===== config.mk =====
export PLATFORM = sky130hd
export DESIGN_NAME = matrix_mult_ctrl
export DESIGN_NICKNAME = d
export VERILOG_FILES = /design/src/rtl/matrix_mult_ctrl.sv
export SDC_FILE = /design/constraint.sdc
export NUM_CORES = 1
export LEC_CHECK = 0
export CAP_MARGIN = 20
export CORE_MARGIN = 3
export CORE_UTILIZATION = 30
export DETAILED_ROUTE_END_ITERATION = 12
export HOLD_SLACK_MARGIN = 0.06
export PLACE_DENSITY = 0.55
export SYNTH_ARGS = -nofsm -noshare
export SYNTH_HDL_FRONTEND = slang
export SYNTH_SLANG_ARGS = --single-unit

===== constraint.sdc =====
create_clock -name clock -period 2.02 [get_ports clock]
set_input_delay 0.404 -clock clock [delete_from_list [all_inputs] [get_ports clock]]
set_output_delay 0.404 -clock clock [all_outputs]
set_load 0.05 [all_outputs]

===== src/rtl/matrix_mult_ctrl.sv =====
// Command sequencer for the 5x5 matrix-multiply datapath: owns the A/B operand
// registers, launches the multiplier with a done timeout, and serves C rows.
//
// state     | meaning
// ----------+-------------------------------------------------------------
// IDLE      | ready for a host command
// EXEC      | one-cycle execute of the latched command (loads, read, launch)
// WAIT_MULT | waiting for mult_done, timeout down-counter running
// RESP      | response presented until the host takes it
module matrix_mult_ctrl #(
   parameter int unsigned TIMEOUT = 16
) (
   input  logic         clock,
   input  logic         reset_n,
   input  logic         cmd_valid,
   output logic         cmd_ready,
   input  logic [1:0]   cmd_op,
   input  logic [2:0]   cmd_row,
   input  logic [39:0]  cmd_data,
   output logic         rsp_valid,
   input  logic         rsp_ready,
   output logic [39:0]  rsp_data,
   output logic         rsp_error,
   output logic [199:0] matriz_a,
   output logic [199:0] matriz_b,
   output logic         mult_start,
   input  logic         mult_done,
   input  logic [199:0] mult_c
);

   typedef enum logic [1:0] {IDLE, EXEC, WAIT_MULT, RESP} state_t;

   localparam logic [1:0] OP_LOAD_A   = 2'b00;
   localparam logic [1:0] OP_LOAD_B   = 2'b01;
   localparam logic [1:0] OP_MULTIPLY = 2'b10;
   localparam logic [1:0] OP_READ_C   = 2'b11;

   // Loaded in EXEC so the terminal count lands exactly TIMEOUT cycles into WAIT_MULT.
   localparam logic [7:0] TMO_LOAD = 8'(TIMEOUT - 1);

   state_t         state_q, state_d;
   logic [1:0]     op_q;
   logic [2:0]     row_q;
   logic [39:0]    data_q;
   logic [199:0]   a_q, b_q, c_q;
   logic           c_valid_q;
   logic [7:0]     tmo_q;
   logic [39:0]    rsp_data_q;
   logic           rsp_error_q;

   logic           row_ok;
   logic           tmo_done;
   logic [39:0]    c_row;

   assign row_ok   = (row_q <= 3'd4);
   assign tmo_done = (tmo_q == 8'd0);

   always_comb begin
      c_row = '0;
      for (int r = 0; r < 5; r++) begin
         if (row_q == 3'(r)) c_row = c_q[r*40 +: 40];
      end
   end

   always_ff @(posedge clock or negedge reset_n) begin
      if (!reset_n) state_q <= IDLE;
      else          state_q <= state_d;
   end

   always_comb begin
      state_d = state_q;
      case (state_q)
         IDLE:      if (cmd_valid) state_d = EXEC;
         EXEC:      state_d = (op_q == OP_MULTIPLY) ? WAIT_MULT : RESP;
         WAIT_MULT: if (mult_done || tmo_done) state_d = RESP;
         RESP:      if (rsp_ready) state_d = IDLE;
         default:   state_d = IDLE;
      endcase
   end

   always_comb begin
      cmd_ready  = 1'b0;
      rsp_valid  = 1'b0;
      mult_start = 1'b0;
      case (state_q)
         IDLE:    cmd_ready  = 1'b1;
         EXEC:    mult_start = (op_q == OP_MULTIPLY);
         RESP:    rsp_valid  = 1'b1;
         default: ;
      endcase
   end

   always_ff @(posedge clock or negedge reset_n) begin
      if (!reset_n) begin
         op_q        <= '0;
         row_q       <= '0;
         data_q      <= '0;
         a_q         <= '0;
         b_q         <= '0;
         c_q         <= '0;
         c_valid_q   <= 1'b0;
         tmo_q       <= '0;
         rsp_data_q  <= '0;
         rsp_error_q <= 1'b0;
      end else begin
         case (state_q)
            IDLE: begin
               if (cmd_valid) begin
                  op_q   <= cmd_op;
                  row_q  <= cmd_row;
                  data_q <= cmd_data;
               end
            end
            EXEC: begin
               rsp_data_q  <= '0;
               rsp_error_q <= 1'b0;
               case (op_q)
                  OP_LOAD_A: begin
                     if (row_ok) begin
                        for (int r = 0; r < 5; r++)
                           if (row_q == 3'(r)) a_q[r*40 +: 40] <= data_q;
                        c_valid_q <= 1'b0;
                     end else begin
                        rsp_error_q <= 1'b1;
                     end
                  end
                  OP_LOAD_B: begin
                     if (row_ok) begin
                        for (int r = 0; r < 5; r++)
                           if (row_q == 3'(r)) b_q[r*40 +: 40] <= data_q;
                        c_valid_q <= 1'b0;
                     end else begin
                        rsp_error_q <= 1'b1;
                     end
                  end
                  OP_READ_C: begin
                     if (row_ok && c_valid_q) rsp_data_q  <= c_row;
                     else                     rsp_error_q <= 1'b1;
                  end
                  OP_MULTIPLY: begin
                     // C from a previous run is stale once a new product is requested.
                     c_valid_q <= 1'b0;
                     tmo_q     <= TMO_LOAD;
                  end
               endcase
            end
            WAIT_MULT: begin
               if (mult_done) begin
                  c_q         <= mult_c;
                  c_valid_q   <= 1'b1;
                  rsp_error_q <= 1'b0;
               end else if (tmo_done) begin
                  rsp_error_q <= 1'b1;
               end else begin
                  tmo_q <= tmo_q - 8'd1;
               end
            end
            default: ;
         endcase
      end
   end

   assign matriz_a  = a_q;
   assign matriz_b  = b_q;
   assign rsp_data  = rsp_data_q;
   assign rsp_error = rsp_error_q;

endmodule


==> impl_metrics.ini, run 1 <==
[run_status]
outcome = finished, violations left
violations = negative setup slack

[floorplan]
row_count = 110
core_um2 = 90400
io_pins = 694
dieArea_um2 = 95300
die_h_um = 309
start_util_pct = 30.4
die_w_um = 309

[global_routing]
grt_use_total_pct = 19.0
grt_max_degree = 79
antenna_found_initial = 21
grt_pass1_vias = 19392
overflow = 0
grt_pass1_wl_um = 133000

[placement]
place_hpwl_um = 64500
portBuffers = 693
post-place-ws_ps = -70.3
placed_area_um2 = 36300
dp.cells = 3540
globalplace.congestion = 0.808

[yosys]
ys.flop_type = dfrtp_1
yosysMostFrequentCell = dfrtp_1
synth_area_um2 = 27500
synth_area_leader_cell = dfrtp_1
ys_ff_latch = 697
netlist_instances = 1696
netlist.area_leader.share_pct = 63.4
synth_edf_count = 0
yosysWarnings = 0
async_flop_share_pct = 100
seq_area_frac_synth_pct = 63.4
syn_area_per_cell_um2 = 16.2
synth_area_leaders = dfrtp_1 63%, mux2_2 26%, mux4_2 3.3%
synthTopCellsByCount = 697 x dfrtp_1, 637 x mux2_2, 70 x buf_2
synth_cell_types = 44
synthesis.nets = 1952

[sta]
hold_viol = 0
worstMarginPinSlew_ps = 791
setup_viol = 116
rsz0062_at_grt = yes
report.final.slew_viol_count = 0
fmax_mhz = 475
worst_clock_skew_ps = 26.0
timing.final.crit_share_pct = 104
setup_slack_ps = -85.4
relSlewSlack_pct = 47.3
fin_crit_ps = 2110

[run]
timing.max_cap.violations = 0

[power_and_ir_drop]
p_total_w = 0.0696
power.density_nw_per_um2 = 1740
irDropWorstVdd_mv = 0.742
p_leak_nw = 19.2

[route]
avgViaCountPerCell = 4.77
wl_per_cell_um = 25.8
ant_nets = 0
drtIter0Drc = 884
detail_route.first_pass.iterations = 5
vias = 17800
postRouteWirelength_um = 96300
drc = 0

[critical_path]
cp_max_fo = 3
required_ps = 1620
startpoint_type = flip-flop
crit_type = reg -> out
cp-end-kind = output port
arrival_ps = 1700

[cells_and_area]
drive_above_1_share_pct = 47.2
fin_cells = 3734
finish.net_count = 2748
syn2layout_area_growth_pct = 45.4
nFillCells = 8189
design_area_um2 = 40000

[clock_tree]
clock_path_buffers = 3
cts_root_buf = clkbuf_16
insertion_delay_ps = 630
h-tree-depth = 3
clkTransAtPathRegs_ps = 60
clock-sinks = 697
numCtsBuffers = 78
tritoncts = yes

[min_path]
hold_path.class = in -> async
-- stage by stage --
stage          setup TNS [ps]  util, %  hold slack [ps]
5_1_grt                -17160     44.2              245
2_1_floorplan               0        -              108
6_report                -3690     44.2              250
4_1_cts                 -3430     43.2              229
3_3_place_gp             -814     40.1              315
3_5_place_dp            -7110     40.1              316
-- placed cells by master, fill, tap and decap left out, types with 13 or more instances in the layout --
cell type,instances
dfrtp_1,693
mux2_2,596
buf_4,262
clkdlybuf4s50_1,248
dlygate4sd2_1,240
clkbuf_16,93
buf_12,54
mux2_4,51
nor2b_1,42
mux4_2,40
a221o_1,40
clkbuf_8,22
diode_2,14
clkbuf_1,14
buf_6,13
-- kinds of logic after synthesis --
family	Yosys count	share of synthesized area [%]
AO/OA/AOI/OAI	70	2.20
adder cells (fa/ha/maj)	6	0.273
buffers and inverters	142	2.26
flip-flops	697	63.4
multiplexers	688	29.8
AND/OR/NAND/NOR	93	2.00
-- final timing paths --
kind	from	to	slack, ps	cells past startpoint
setup reg to reg	state_q[1]	matriz_a[79]	-80	8
hold / removal	reset_n	c_q[74]	250	2
min in group clock	mult_c[25]	c_q[25]	390	2
max in group asynchronous	reset_n	matriz_b[189]	940	4
hold reg to reg	matriz_a[40]	matriz_a[40]	500	1
setup / recovery	state_q[1]	mult_start	-90	6
-- critical path, stage by stage (launching register included) --
cell     delay, ps
dfrtp_1        400
inv_2           90
ha_4           150
buf_6          110
inv_6           30
nor2_4         130
buf_12         160
-- metal layers --
metal,global-route usage [%],wire length [um],vias up
met5,0,85,-
li1,-,-,7748
met1,22.1,37400,9263
met4,8.42,3720,14
met3,6.23,7670,180
met2,32.2,47400,595
-- area by class of cell --
type	count	area, um^2	share of cell area, %
Antenna cell	14	35.0	0.0877
Clock buffer	115	2330	5.84
Clock inverter	17	233	0.582
Inverter	9	41.3	0.103
Multi-Input combinational cell	857	9890	24.8
Sequential cell	697	17400	43.6
Tap cell	1176	1470	3.68
Timing Repair Buffer	849	8520	21.3
-- sequential cells by signal, indices dropped and copies added (netlist names) --
signal,cells
matriz_b,200
data_q,40
row_q,3
matriz_a,200
c_q,200
rsp_error,1
state_q,2
op_q,2
tmo_q,8
c_valid_q,1
rsp_data,40
-- power breakdown --
group	total, W	internal (W)	switching, W	leakage, nW
logic	0.0310	0.0121	0.0189	9.06
clock network	0.0143	0.00850	0.00575	1.27
registers	0.0244	0.0198	0.00457	8.90
-- what timing repair did --
item,in CTS,in global routing
setup buffers,10,16
pin swaps,3,10
endpoints found under the setup margin,397,259
gates resized for setup,287,118
hold buffers,1,0
cloned,9,17
endpoints found under the hold margin,147,0
(Power assumes the default switching activity.)
==> inputs of run 2 (changes only) <==
--- a/config.mk
+++ b/config.mk
@@ -8,6 +8,7 @@
 export CAP_MARGIN = 20
 export CORE_MARGIN = 3
 export CORE_UTILIZATION = 30
+export CTS_CLUSTER_SIZE = 30
 export DETAILED_ROUTE_END_ITERATION = 12
 export HOLD_SLACK_MARGIN = 0.06
 export PLACE_DENSITY = 0.55
==> results of run 2 <==
The final DEF is identical to that of run 1; final timing and power are the same.
